[src/rtl/mcu_encode_sched.sv]
// rtl/mcu_encode_sched.sv - Y/Cb/Cr Huffman encoder sequencer and stream merger for one MCU row
//
// Walks the MCUs of one row. For each MCU it presents the column index, waits
// SETUP cycles, then issues one burst per component (Y, Cb, Cr). Every burst
// needs BURST words of downstream credit before it starts, and bursts are
// separated by a single idle cycle. A tag pipeline follows the requests through
// the encoder latency, so the matching encoder's output can be picked into one
// registered length/data stream.
//
// Ports:
//   clk, rst_n            clock, asynchronous active-low reset
//   row_ready, h_mcu      start of a row and its MCU count (0 = empty row)
//   vsync                 frame boundary, abandons the current row
//   fifo_room             free words in the downstream packer FIFO
//   e_x_mcu, ereq         shared column index and one-hot encoder requests
//   elen_*, edata_*       per-encoder code length/data
//   out_len, out_data     merged stream (out_len == 0 means no word)
//   busy, row_done        row in progress / end-of-row pulse
//   overrun               sticky: row_ready seen while busy
module mcu_encode_sched #(
   parameter int DCT_TH  = 28,
   parameter int BURST   = DCT_TH + 1,
   parameter int SETUP   = 2,
   parameter int ENC_LAT = 5,
   parameter int ROOM_W  = 10
) (
   input  logic              clk,
   input  logic              rst_n,
   input  logic              row_ready,
   input  logic [7:0]        h_mcu,
   input  logic              vsync,
   input  logic [ROOM_W-1:0] fifo_room,
   output logic [7:0]        e_x_mcu,
   output logic [2:0]        ereq,
   input  logic [5:0]        elen_y,
   input  logic [5:0]        elen_cb,
   input  logic [5:0]        elen_cr,
   input  logic [31:0]       edata_y,
   input  logic [31:0]       edata_cb,
   input  logic [31:0]       edata_cr,
   output logic [5:0]        out_len,
   output logic [31:0]       out_data,
   output logic              busy,
   output logic              row_done,
   output logic              overrun
);

   typedef enum logic [2:0] {
      S_IDLE, S_SETUP, S_WAIT_ROOM, S_BURST, S_GAP, S_DRAIN
   } state_t;

   state_t                   state_q;
   logic [6:0]               cnt_q;
   logic [1:0]               comp_q;
   logic [7:0]               h_q;
   logic [7:0]               e_x_mcu_q;
   logic [2:0]               ereq_q;
   logic [5:0]               out_len_q, out_len_d;
   logic [31:0]              out_data_q, out_data_d;
   logic                     busy_q, row_done_q, overrun_q;
   logic [ENC_LAT-1:0]       tag_v_q;
   logic [ENC_LAT-1:0][1:0]  tag_c_q;

   logic       check_now;
   logic [1:0] check_comp;
   logic [1:0] ereq_comp;
   logic       room_ok;
   logic       more_mcu;

   // CHECK is not a state: it is folded into the cycle that would leave
   // SETUP, WAIT_ROOM or GAP, so a granted burst follows without a bubble.
   always_comb begin
      check_now  = (state_q == S_SETUP && cnt_q == 7'(SETUP - 1)) ||
                   (state_q == S_WAIT_ROOM) ||
                   (state_q == S_GAP && comp_q != 2'd2);
      check_comp = (state_q == S_GAP) ? comp_q + 2'd1 : comp_q;
      room_ok    = fifo_room >= ROOM_W'(BURST);
      more_mcu   = ({1'b0, e_x_mcu_q} + 9'd1) < {1'b0, h_q};
      ereq_comp  = ereq_q[2] ? 2'd2 : (ereq_q[1] ? 2'd1 : 2'd0);
   end

   // Output of the tag pipeline lines up with the encoder's answer to the
   // request made ENC_LAT cycles earlier; untagged encoder data is dropped.
   always_comb begin
      out_len_d  = 6'd0;
      out_data_d = 32'd0;
      if (tag_v_q[ENC_LAT-1]) begin
         case (tag_c_q[ENC_LAT-1])
            2'd0:    begin out_len_d = elen_y;  out_data_d = edata_y;  end
            2'd1:    begin out_len_d = elen_cb; out_data_d = edata_cb; end
            default: begin out_len_d = elen_cr; out_data_d = edata_cr; end
         endcase
      end
   end

   always_ff @(posedge clk or negedge rst_n) begin
      if (!rst_n) begin
         state_q    <= S_IDLE;
         cnt_q      <= '0;
         comp_q     <= '0;
         h_q        <= '0;
         e_x_mcu_q  <= '0;
         ereq_q     <= '0;
         out_len_q  <= '0;
         out_data_q <= '0;
         busy_q     <= 1'b0;
         row_done_q <= 1'b0;
         overrun_q  <= 1'b0;
         tag_v_q    <= '0;
         tag_c_q    <= '0;
      end else begin
         row_done_q <= 1'b0;
         if (row_ready && busy_q)
            overrun_q <= 1'b1;
         tag_v_q    <= {tag_v_q[ENC_LAT-2:0], |ereq_q};
         tag_c_q    <= {tag_c_q[ENC_LAT-2:0], ereq_comp};
         out_len_q  <= out_len_d;
         out_data_q <= out_data_d;

         if (vsync) begin
            // Abandon the row: requests in flight are forgotten, no row_done.
            state_q    <= S_IDLE;
            ereq_q     <= '0;
            busy_q     <= 1'b0;
            tag_v_q    <= '0;
            out_len_q  <= '0;
            out_data_q <= '0;
         end else begin
            case (state_q)
               S_IDLE: begin
                  if (row_ready) begin
                     h_q       <= h_mcu;
                     e_x_mcu_q <= 8'd0;
                     comp_q    <= 2'd0;
                     cnt_q     <= '0;
                     busy_q    <= 1'b1;
                     state_q   <= (h_mcu == 8'd0) ? S_DRAIN : S_SETUP;
                  end
               end
               S_SETUP: cnt_q <= cnt_q + 7'd1;
               S_BURST: begin
                  if (cnt_q == 7'(BURST - 1)) begin
                     ereq_q  <= '0;
                     state_q <= S_GAP;
                  end else begin
                     cnt_q <= cnt_q + 7'd1;
                  end
               end
               S_GAP: begin
                  if (comp_q == 2'd2) begin
                     cnt_q  <= '0;
                     comp_q <= 2'd0;
                     if (more_mcu) begin
                        e_x_mcu_q <= e_x_mcu_q + 8'd1;
                        state_q   <= S_SETUP;
                     end else begin
                        state_q <= S_DRAIN;
                     end
                  end
               end
               S_DRAIN: begin
                  // Last request's word leaves ENC_LAT+1 cycles after it;
                  // row_done marks the final drain cycle.
                  if (cnt_q == 7'(ENC_LAT - 1))
                     row_done_q <= 1'b1;
                  if (cnt_q == 7'(ENC_LAT)) begin
                     busy_q  <= 1'b0;
                     state_q <= S_IDLE;
                  end else begin
                     cnt_q <= cnt_q + 7'd1;
                  end
               end
               default: state_q <= S_IDLE;
            endcase

            // One burst per grant; fifo_room is only looked at here.
            if (check_now) begin
               comp_q <= check_comp;
               if (room_ok) begin
                  state_q <= S_BURST;
                  ereq_q  <= 3'b001 << check_comp;
                  cnt_q   <= '0;
               end else begin
                  state_q <= S_WAIT_ROOM;
               end
            end
         end
      end
   end

   assign e_x_mcu  = e_x_mcu_q;
   assign ereq     = ereq_q;
   assign out_len  = out_len_q;
   assign out_data = out_data_q;
   assign busy     = busy_q;
   assign row_done = row_done_q;
   assign overrun  = overrun_q;

endmodule
[config.mk]
export PLATFORM = sky130hd
export DESIGN_NAME = mcu_encode_sched
export DESIGN_NICKNAME = d
export VERILOG_FILES = /design/src/rtl/mcu_encode_sched.sv
export SDC_FILE = /design/constraint.sdc
export NUM_CORES = 1
export LEC_CHECK = 0
export BUFFER_PORTS_ARGS = -buffer_cell sky130_fd_sc_hd__buf_2
export CAP_MARGIN = 30
export CORE_ASPECT_RATIO = 1.5
export CORE_MARGIN = 1
export CORE_UTILIZATION = 30
export DETAILED_ROUTE_END_ITERATION = 12
export GPL_ROUTABILITY_DRIVEN = 1
export PLACE_DENSITY_LB_ADDON = 0.1
export SYNTH_ARGS = -nofsm -noshare
export SYNTH_HDL_FRONTEND = slang
export SYNTH_SLANG_ARGS = --single-unit
[constraint.sdc]
create_clock -name clk -period 2.75 [get_ports clk]
set_input_delay 0.55 -clock clk [delete_from_list [all_inputs] [get_ports clk]]
set_output_delay 0.55 -clock clk [all_outputs]
set_load 0.05 [all_outputs]
==> results.yml <==
floorplanning:
  rows: 55
  die_area_mm2: 0.0159
  die_height_um: 154
  die_w_um: 103
  initial_core_util_pct: 30.6
  core_area_mm2: 0.0151
  io_pins: 188
cells_and_area:
  area_growth_pct: 34.7
  fin_area_mm2: 0.00622
  layout_commonest_cell: "buf_2"
  utilization_pct: 41.2
  layout.nets: 826
  drive_gt1_share_pct: 36.9
  final_cell_mix: "buf_2, nor2_1, dfrtp_1"
synthesis:
  synth_edf_count: 0
  seq_area_frac_synth_pct: 47.2
  synth_ff_type: "dfrtp_1"
  syn-cell-area_mm2: 0.00461
  syn_area_per_cell_um2: 9.42
  ys_ff_latch: 87
  synth-async-reset-ratio_pct: 100
  synth.distinct_cells: 64
  netlist_instances: 490
  syn-num-nets: 638
  ys_warn_count: 0
pwr:
  irDropWorstVdd_mv: 0.335
  p_leak_uw: 0.00311
  p_per_area_mw_per_mm2: 639
critical_path:
  cp_cell_sequence: "ha_4, nand3_4, or2_4, xnor2_2, ha_1, and3_4, a221oi_2, o211ai_2, or3_4, o31ai_1"
  cp_slowest_cell: "dfrtp_2"
  cp-start-kind: "flip-flop"
  critical_path_arrival_ns: 2.94
  endpoint_kind: "flip-flop"
  crit_type: "flip-flop to flip-flop"
  critPathMaxStageDelay_ns: 0.42
  crit_fanout: 5
  required_ns: 3.00
placement:
  place_area_mm2: 0.00582
  place.gp.congestion: 0.812
  dp_hpwl_mm: 10.5
  port_buffers: 187
  place_ws_ns: -0.00633
clocking:
  root_buffer: "clkbuf_16"
  cts_buffers: 9
  cts_sinks: 87
  cts_max_level: 3
  clk-insertion-delay-late_ns: 0.34
  ctsHoldBuffers: 0
  cts_tree: "done"
  clock_path_buffers: 2
  clk_pin_slew_ns: 0.07
routing:
  drtAntennaViolNets: 0
  drc: 0
  post_drt_wl_per_cell_um: 15.6
  vias: 4234
  firstDrtPassIters: 4
  totalWireLength_mm: 13.7
  drt_iter0_drc: 86
  viasPerCell: 4.80
grt:
  antenna_found_initial: 2
  overflow: 0
  grt_max_degree: 49
  track_usage_pct: 17.1
  first_global_vias: 4092
  grt_pass1_wl_mm: 20.6
timing:
  final-max-slew-violation-count: 0
  setup_slack_ns: 0.0665
  report.final.hold_viol_count: 0
  worst_slew_pin_slew_ns: 0.758
  rsz0062_at_grt: "yes"
  setup_violations: 0
  fin_skew_ns: 0.0173
  fmax_mhz: 373
  timing.final.crit_share_pct: 97.6
  slew_headroom_pct: 49.5
  fin_crit_ns: 2.68
min_path:
  hold_path.class: "input pin to asynchronous set/reset pin"
flow_run:
  drv_cap: 0
outcome:
  status: "finished, final reports clean"
final timing paths:
| check | startpoint | endpoint | slack, ns | cells past startpoint |
|---|---|---|---|---|
| worst min register to register | tag_c_q[6]$_DFF_PN0_ | tag_c_q[8]$_DFF_PN0_ | 0.35 | 0 |
| max in group asynchronous | rst_n | e_x_mcu[2]$_DFFE_PN0P_ | 2.01 | 2 |
| worst max-delay path | e_x_mcu[1]$_DFFE_PN0P_ | e_x_mcu[6]$_DFFE_PN0P_ | 0.07 | 10 |
| worst max register to register | e_x_mcu[1]$_DFFE_PN0P_ | e_x_mcu[6]$_DFFE_PN0P_ | 0.07 | 10 |
| min in group clk | tag_c_q[6]$_DFF_PN0_ | tag_c_q[8]$_DFF_PN0_ | 0.35 | 0 |
| worst min-delay path | rst_n | out_data[9]$_DFF_PN0_ | 0.08 | 1 |
through the flow:
step | total power, uW | hold WS (ns) | instances | setup TNS (ns)
global route | 4240 | 0.0877 | 882 | -0.317
finish | 3970 | 0.0821 | 883 | 0
CTS | 4020 | 0.0764 | 876 | 0
floorplan | 2450 | 0.254 | 490 | -0.166
global placement | 2790 | 0.333 | 859 | 0
detailed placement | 2830 | 0.335 | 859 | -0.00633
sequential cells by signal, summed over array words and instances, names as in the netlist:
name	cells
busy	1
cnt_q	7
comp_q	2
e_x_mcu	8
ereq	3
h_q	8
out_data	32
out_len	6
overrun	1
row_done	1
state_q	3
tag_c_q	10
tag_v_q	5
synth_stat cells, drive strengths merged, types with 9 or more instances:
master	number	share of area, %
o21ai	16	1.7
nor3	9	1.3
clkbuf	17	1.4
nand3	13	1.5
nor2b	9	1.2
mux2i	39	8.5
nor2	86	7.0
inv	19	1.5
dfrtp	87	47
ha	12	3.3
nand2	28	2.3
buf	14	2.0
a21oi	55	6.0
layout make-up:
class	count	area, um^2
clock buffers	11	253
multi-input cells	353	2300
clock inverters	5	32.5
inverters	19	71.3
well taps	199	249
flip-flops and latches	87	2190
fillers	1514	8850
diodes	1	2.50
repair buffers	208	1120
critical path, delay by kind of cell (launching register included):
kind | cells | cell delay (ns)
adder cells (fa/ha/maj) | 2 | 0.48
AO/OA/AOI/OAI | 3 | 0.63
XOR/XNOR | 1 | 0.13
flip-flops | 1 | 0.42
AND/OR/NAND/NOR | 4 | 0.93
power by group:
part	internal, uW	switching, uW
Clock	660	503
Combinational	505	723
Sequential	1420	161
Total	2590	1390
cells by family (layout without fill, tap and decap cells):
group	Yosys count	after routing	synth area share, %
other	0	1	0
buffers and inverters	50	243	4.93
AND/OR/NAND/NOR	175	175	18.3
AO/OA/AOI/OAI	119	119	16.4
adder cells (fa/ha/maj)	12	12	3.25
XOR/XNOR	8	8	1.52
flip-flops	87	87	47.2
multiplexers	39	39	8.46
layer usage:
metal / part of all wire [%] / GRT usage [%]
met1: 39 / 18.4
met2: 53 / 31.8
met3: 5.6 / 4.00
met4: 2.2 / 5.63
met5: 0.058 / 0
repair_timing:
item,4_1_cts,5_1_grt
gates resized for setup,2,8
pin swaps,1,2
buffers inserted,1,6
setup endpoints to repair,1,8
No activity file was read; power rests on OpenSTA's default activity.
